<file path="src/rtl/mips_pkg.sv">
// Shared types and opcode constants for the MIPS decode / operand-fetch stage.
package mips_pkg;

    localparam int XLEN_DEF = 32;
    localparam int NREG_DEF = 32;

    typedef logic [11:0] ctrl_t;
    typedef logic [4:0]  reg_addr_t;

    localparam logic [5:0] OP_RTYPE = 6'h00;
    localparam logic [5:0] OP_ADDI  = 6'h08;
    localparam logic [5:0] OP_ADDIU = 6'h09;
    localparam logic [5:0] OP_SLTI  = 6'h0A;
    localparam logic [5:0] OP_SLTIU = 6'h0B;
    localparam logic [5:0] OP_ANDI  = 6'h0C;
    localparam logic [5:0] OP_ORI   = 6'h0D;
    localparam logic [5:0] OP_XORI  = 6'h0E;
    localparam logic [5:0] OP_LUI   = 6'h0F;

    typedef enum logic {ST_EMPTY = 1'b0, ST_FULL = 1'b1} stage_state_e;

    typedef struct packed {
        ctrl_t       ctrl;
        logic [31:0] src1;
        logic [31:0] src2;
        reg_addr_t   dst;
        logic        wen;
    } idex_t;

    function automatic logic [31:0] sign_ext16(input logic [15:0] imm);
        return {{16{imm[15]}}, imm};
    endfunction

endpackage

</file>
<file path="src/rtl/reg_file.sv">
// 32x32 register file: two combinational read ports, one write port, R0 hardwired to zero.
// Define WB_BYPASS_EN to forward same-cycle write data onto the read ports.
module reg_file
    import mips_pkg::*;
#(
    parameter int XLEN = 32,
    parameter int NREG = 32
) (
    input  logic            clk,
    input  logic            rst,
    input  reg_addr_t       raddr1_i,
    input  reg_addr_t       raddr2_i,
    output logic [XLEN-1:0] rdata1_o,
    output logic [XLEN-1:0] rdata2_o,
    input  logic            we_i,
    input  reg_addr_t       waddr_i,
    input  logic [XLEN-1:0] wdata_i
);

    logic [XLEN-1:0] regs_q [NREG];

    always_ff @(posedge clk or posedge rst) begin
        if (rst) begin
            for (int i = 0; i < NREG; i++) begin
                regs_q[i] <= '0;
            end
        end else if (we_i && (waddr_i != '0)) begin
            regs_q[waddr_i] <= wdata_i;
        end
    end

    always_comb begin
        rdata1_o = (raddr1_i == '0) ? '0 : regs_q[raddr1_i];
        rdata2_o = (raddr2_i == '0) ? '0 : regs_q[raddr2_i];
`ifdef WB_BYPASS_EN
        // waddr_i != 0 also guarantees the R0 reads stay zero
        if (we_i && (waddr_i != '0) && (waddr_i == raddr1_i)) rdata1_o = wdata_i;
        if (we_i && (waddr_i != '0) && (waddr_i == raddr2_i)) rdata2_o = wdata_i;
`endif
    end

endmodule

</file>
<file path="src/rtl/id_ex_stage.sv">
// MIPS decode / operand-fetch stage feeding the ALU through a one-entry ID/EX register.
// Build option WB_BYPASS_EN: same-cycle write-back data is forwarded to operand reads.
module id_ex_stage
    import mips_pkg::*;
#(
    parameter int XLEN = 32,
    parameter int NREG = 32
) (
    input  logic            clk,
    input  logic            rst,
    input  logic            in_valid,
    output logic            in_ready,
    input  logic [31:0]     in_instr,
    input  logic            flush,
    input  logic            wb_en,
    input  reg_addr_t       wb_addr,
    input  logic [XLEN-1:0] wb_data,
    output logic            out_valid,
    input  logic            out_ready,
    output ctrl_t           out_ctrl,
    output logic [XLEN-1:0] out_src1,
    output logic [XLEN-1:0] out_src2,
    output reg_addr_t       out_dst,
    output logic            out_wen
);

    logic [5:0]      op;
    logic [5:0]      funct;
    reg_addr_t       rs, rt, rd;
    logic [15:0]     imm;
    logic [XLEN-1:0] rs_data, rt_data;
    logic            accept;
    logic            dec_known;
    idex_t           idex_d, idex_q;
    stage_state_e    state_q;

    assign op    = in_instr[31:26];
    assign rs    = in_instr[25:21];
    assign rt    = in_instr[20:16];
    assign rd    = in_instr[15:11];
    assign funct = in_instr[5:0];
    assign imm   = in_instr[15:0];

    reg_file #(.XLEN(XLEN), .NREG(NREG)) u_rf (
        .clk      (clk),
        .rst      (rst),
        .raddr1_i (rs),
        .raddr2_i (rt),
        .rdata1_o (rs_data),
        .rdata2_o (rt_data),
        .we_i     (wb_en),
        .waddr_i  (wb_addr),
        .wdata_i  (wb_data)
    );

    always_comb begin
        dec_known   = 1'b1;
        idex_d      = '0;
        idex_d.ctrl = {op, 6'h00};
        idex_d.src1 = rs_data;
        idex_d.src2 = sign_ext16(imm);
        idex_d.dst  = rt;
        unique case (op)
            OP_RTYPE: begin
                idex_d.ctrl = {op, funct};
                idex_d.src2 = rt_data;
                idex_d.dst  = rd;
            end
            OP_ADDI, OP_ADDIU, OP_SLTI, OP_SLTIU: ;
            OP_ANDI, OP_ORI, OP_XORI: idex_d.src2 = {16'h0000, imm};
            OP_LUI: begin
                idex_d.src1 = '0;
                idex_d.src2 = {imm, 16'h0000};
            end
            default: dec_known = 1'b0;
        endcase
        idex_d.wen = dec_known && (idex_d.dst != '0);
    end

    assign out_valid = (state_q == ST_FULL);
    assign in_ready  = !out_valid || out_ready;
    assign accept    = in_valid && in_ready && !flush;

    // Data is captured only on accept, so a stall or drain leaves out_* untouched
    always_ff @(posedge clk or posedge rst) begin
        if (rst) begin
            state_q <= ST_EMPTY;
            idex_q  <= '0;
        end else if (flush) begin
            state_q <= ST_EMPTY;
        end else if (accept) begin
            state_q <= ST_FULL;
            idex_q  <= idex_d;
        end else if (out_ready) begin
            state_q <= ST_EMPTY;
        end
    end

    assign out_ctrl = idex_q.ctrl;
    assign out_src1 = idex_q.src1;
    assign out_src2 = idex_q.src2;
    assign out_dst  = idex_q.dst;
    assign out_wen  = idex_q.wen;

endmodule
</file>
<file path="config.mk">
export PLATFORM = sky130hd
export DESIGN_NAME = id_ex_stage
export DESIGN_NICKNAME = d
export VERILOG_FILES = /design/src/rtl/mips_pkg.sv /design/src/rtl/reg_file.sv /design/src/rtl/id_ex_stage.sv
export SDC_FILE = /design/constraint.sdc
export NUM_CORES = 2
export LEC_CHECK = 0
export CAP_MARGIN = 20
export CORE_AREA = 2 2 356 287
export DETAILED_ROUTE_END_ITERATION = 6
export DIE_AREA = 0 0 358 289
export DONT_BUFFER_PORTS = 1
export PLACE_DENSITY = 0.76
export REMOVE_ABC_BUFFERS = 1
export SYNTH_ARGS = -nofsm -noshare
export SYNTH_HDL_FRONTEND = slang
export SYNTH_SLANG_ARGS = --single-unit
</file>
<file path="constraint.sdc">
create_clock -name clk -period 47.7 [get_ports clk]
set_input_delay 14.31 -clock clk [delete_from_list [all_inputs] [get_ports clk]]
set_output_delay 14.31 -clock clk [all_outputs]
set_load 0.01 [all_outputs]
</file>
-- Yosys cells after proc, flatten, opt, wreduce, memory -nomap -nowiden
Index checks and enable logic that the tools add are counted.
- div/mod/pow operators: 0
- reductions and logical operators: 17
- shift operators: 0
- multiplexer cells: 19
- eq/ne operators: 8
- magnitude comparators: 4
- bitwise gates (word level): 4
- $add $sub $neg: 0
- $mul: 0
- operators with widths (cell ; count):
    bitwise mux 1024 bit ; 1
    binary-select mux 32 bit (select 5 bit) ; 2
    2-to-1 mux 32 bit ; 8
    demux 32 bit (select 5 bit) ; 1
    one-hot mux 32 bit (3 select lines) ; 1
    == test 6 x 4 -> 1 bit, second input constant ; 8
    >= comparator 6 bit, second input constant ; 3
    inverter 5 -> 6 bit ; 3
    logical NOT 5 bit ; 2
    nonzero test 5 bit ; 2
    OR reduction 9 bit ; 1
    logical NOT 6 bit ; 1
    < comparator 6 x 1 -> 1 bit, second input constant ; 1
    2-to-1 mux 6 bit ; 1
    logical AND 1 bit ; 5
    2-to-1 mux 5 bit ; 1
    2-to-1 mux 1 bit ; 4
    nonzero test 3 bit ; 1
    OR reduction 3 bit ; 1
    logical NOT 1 bit ; 2
    AND reduction 2 bit ; 1
    logical OR 1 bit ; 1
    inverter 1 bit ; 1
- output and inout port bits: 84
- input port bits: 75
- memory bits (writable): 0
- register bits after elaboration: 1107
- ROM bits: 0
- latch bits: 0
- memories kept: 0

-- Logic depth before layout (Yosys ltp)
- depth after elaboration: 6
- depth in mapped cells: 10
- mapped depth without buffers: 6

-- Modules after synthesis
Synthesis repeated with hierarchy kept, for this count alone.
- cell total of the unflattened synthesis: 4091
- area total of the unflattened synthesis: 58458.6 um^2
- by module, submodules not included (module ; cells each ; area each (um^2) ; times used ; seq. area each (um^2)):
    reg_file ; 3692 ; 54711.2 ; 1 ; 25624.6
    id_ex_stage ; 399 ; 3747.3 ; 1 ; 2077.0

-- Worst setup path before layout
No wires, ideal clock.
- path kind: input -> output
- start: input out_ready
- end: output in_ready
- path buffers: 0
- arrival time: 14.676 ns
- stages: 2
- path slack: 18.714 ns
- required time: 33.390 ns
- path through: nor2b_1 inv_1
- longest elaborated chain between the ends: 1
- ends and longest elaborated chain (item ; line ; text):
    from (decl) ; id_ex_stage.sv:19 ; input logic out_ready,
    logical OR 1 bit ; id_ex_stage.sv:81 ; assign in_ready = !out_valid || out_ready;
    to (decl) ; id_ex_stage.sv:12 ; output logic in_ready,
Every way passes these cells.

-- Final worst setup path
Ends and elaborated chain as after synthesis.

==> key figures <==
Status
  – Run status: finished, final reports clean

Setup path
  – Setup crit end kind: output pin
  – Arrival time of the worst setup path: 14.73 ns
  – Biggest cell delay along the critical path: 0.27 ns
  – Class of the most critical setup path: in -> out
  – Max Fanout on Critical Path: 3
  – Highest-delay cell along the critical path: nor2b_1
  – Buffers and inverters on the worst path: 1
  – Critical Path Source Type: input pin
  – Required @ worst endpoint: around 33 ns
  – Chain of cells forming the critical path: nor2b_1 > inv_1
  – Crit-path leading delay family: simple AND/OR/NAND/NOR gates

Yosys
  – Sequential fraction of the synthesis area: 48.2%
  – Synth Instances: 3934
  – Most common flop cell mapped by yosys: dfrtp_1
  – Fraction of post-synthesis cell area in the top cell type by area: 48.2%
  – Area of the mapped netlist: approximately 0.058 sq mm
  – Average footprint of a synthesized cell: 14.6 sq um
  – Cell accounting for the most synthesized area: dfrtp_1
  – Top post-synthesis cells by area: dfrtp_1 48%, mux2_2 20%, mux4_2 18%
  – EDFF count, synth: 0
  – Number of register bits inferred by synthesis: 1107
  – Total of warnings raised by yosys: 0
  – Proportion of register bits with asynchronous set or reset after synthesis: 100%
  – Yosys cell types: 58

Drt
  – Final Routed Wirelength: approximately 180 mm
  – Detail Route Antenna Nets: 0
  – Number of iterations in the first detailed-routing pass: 5
  – Initial DRC Count: 4847
  – Via density per instance: 7.42
  – Overall via count from detail_route: ~38000
  – Count of unresolved DRC violations after routing: 0
  – Detail-routed net length per standard cell: 35.6 um

Place
  – Number of port buffers: 0
  – Final HPWL from detailed placement: 94.2 mm
  – Final RePlAce weighted congestion: 0.817
  – DP Area: 0.0581 sq mm
  – Placement Setup Slack: around 19 ns

Floorplan
  – Overall die area: around 0.10 sq mm
  – Horizontal die dimension: roughly 360 um
  – I/O pin count: 159
  – Chip Height: 289 um
  – Row Count: 104
  – Core region area: 0.0999 sq mm
  – Initial cell density of the core: 57.5%

Clock network
  – TritonCTS clock tree: done
  – Number of buffers added by the clock tree synthesis step: 110
  – Clock Tree Buf Depth: 3
  – Total clock sinks: approximately 1100
  – Number of levels the H-tree was split into: 3
  – Number of hold-repair buffers added at the cts stage: 0
  – Clock latency on the worst-skew pair: between 0.7 and 0.8 ns
  – Post-CTS clock slew at the launch and capture registers of the worst setup and hold paths: roughly 0.06 ns
  – Number of instances resized during post-cts repair: 0
  – Cell chosen for the clock root: clkbuf_16
  – Post-CTS setup-driven buffer insertion count: 0

Layout
  – Most common cell after layout, fill and taps aside: dfrtp_1
  – Final-stage net count: 3763
  – Ratio of cells with drive above 1 in the final layout: a little under half
  – Final cell utilization of the core: ~62%
  – Non-Filler Cell Area, Final: 0.0620 sq mm
  – Area growth from synthesis to layout: 7.77%
  – Count of filler cells inserted in the layout: ~7300
  – Highest-count cells in the layout ignoring fill and taps: 1107 x dfrtp_1, 1036 x mux2_2, 449 x mux4_2

Job
  – Max-cap check violation count: 0

STA
  – Headroom to the max-slew limit: 21.6%
  – Highest clock frequency the design can meet: 34.4 MHz
  – Total count of hold-check failures in the final report: 0
  – Worst Tran Pin Value: around 1.2 ns
  – Number of setup violations in the final report: 0
  – Tcrit/Tclk final: 60.9%
  – Unrepaired setup endpoints after global routing: no
  – Max Clock Skew: between 0.02 and 0.025 ns
  – Slew Limit Fails: 0
  – Sum of negative setup slack: 0 ns
  – Final Worst Setup Slack: between 15 and 20 ns
  – Crit path time final: 29.05 ns

Global route
  – M1 GR Usage: 50.0%
  – GR Overflow Total: 0
  – Largest net degree at the start of global routing: 305
  – GRT Util Overall: 35.6%
  – Met2 Usage GRT: 50.4%
  – GR Util met3: 12.8%
  – Number of global-route vias before repair: 37800
  – Global-route wire length before repair: ~260 mm
  – Layer with the highest usage: met2
  – Initial antenna violation count: 5

Power
  – Cell area power density: 42.3 mW/mm^2
  – Maximum ir drop on the vdd rail: 0.0336 mV
  – LEAKAGE: 26.5 nW

Hold path
  – Hold crit path type: reg -> reg
-- sequential cells by signal, summed over array words and instances (netlist names) --
signal / flops
out_dst: 5
out_ctrl: 12
u_rf.regs_q: 1024
out_valid: 1
out_src1: 32
out_wen: 1
out_src2: 32
-- Yosys cell counts, drive strengths merged, types with 6 or more instances --
cell type / instances
a2111oi: 37
a211oi: 26
a21oi: 75
a221o: 11
a221oi: 15
a22o: 33
a22oi: 53
a31oi: 7
a32o: 17
and3: 7
buf: 166
clkbuf: 262
dfrtp: 1107
mux2: 1036
mux2i: 150
mux4: 449
nand2: 139
nand2b: 11
nand3: 23
nor2: 101
nor2b: 13
nor3: 31
nor3b: 6
o21ai: 24
o221ai: 56
o22ai: 27
or2: 6
-- routing by layer --
metal / share of wire (%) / wire, um
met5: 0.051 / 93
met4: 4.6 / 8370
met3: 13 / 24400
met2: 44 / 79200
met1: 38 / 69800
-- final timing paths --
check                                               from                            end  slack, ns  depth (start not counted)
setup / recovery                               out_ready                       in_ready      18.66                          2
hold / removal             u_rf.regs_q[1006]$_DFFE_PP0P_  u_rf.regs_q[1006]$_DFFE_PP0P_       0.38                          0
setup reg to reg                   out_valid$_DFFE_PP0P_       out_src2[20]$_DFFE_PP0P_      44.65                          6
hold reg to reg            u_rf.regs_q[1006]$_DFFE_PP0P_  u_rf.regs_q[1006]$_DFFE_PP0P_       0.38                          0
max in group asynchronous                            rst    u_rf.regs_q[50]$_DFFE_PP0P_      30.36                          5
min in group asynchronous                            rst   u_rf.regs_q[553]$_DFFE_PP0P_      13.66                          1
-- stage by stage --
stage / total power (W) / hold slack, ns / cells
2_1_floorplan: 0.00159 / 0.353 / 3506
3_3_place_gp: 0.00168 / 0.366 / 4898
3_5_place_dp: 0.00170 / 0.367 / 4899
4_1_cts: 0.00262 / 0.384 / 5101
5_1_grt: 0.00272 / 0.400 / 5104
6_report: 0.00262 / 0.383 / 5107
-- kinds of logic (layout without fill, tap and decap cells) --
logic type / after synthesis / after routing / share of synthesized area (%)
buffers and inverters: 435 / 279 / 3.19
muxes: 1635 / 1635 / 40.5
other: 0 / 4 / 0
AOI/OAI and AO/OA: 392 / 392 / 5.18
and+or+nand+nor: 365 / 365 / 2.96
DFF: 1107 / 1107 / 48.2
-- final cells by class --
type	instances	area [sq um]	share of cell area, %
Antenna cell	4	10.0	0.0162
Clock buffer	164	3260	5.26
Clock inverter	38	541	0.872
Inverter	7	33.8	0.0545
Multi-Input combinational cell	2392	28200	45.5
Sequential cell	1107	27700	44.7
Tap cell	1325	1660	2.68
Timing Repair Buffer	70	587	0.947
-- power by group --
group | switching, W | internal, W | total (W) | leakage, nW
combinational | 0.000150 | 0.000294 | 0.000443 | 10.5
sequential | 0.000142 | 0.00111 | 0.00126 | 14.2
clock | 0.000382 | 0.000541 | 0.000922 | 1.88
total | 0.000674 | 0.00195 | 0.00262 | 26.5
(Power assumes the default switching activity.)
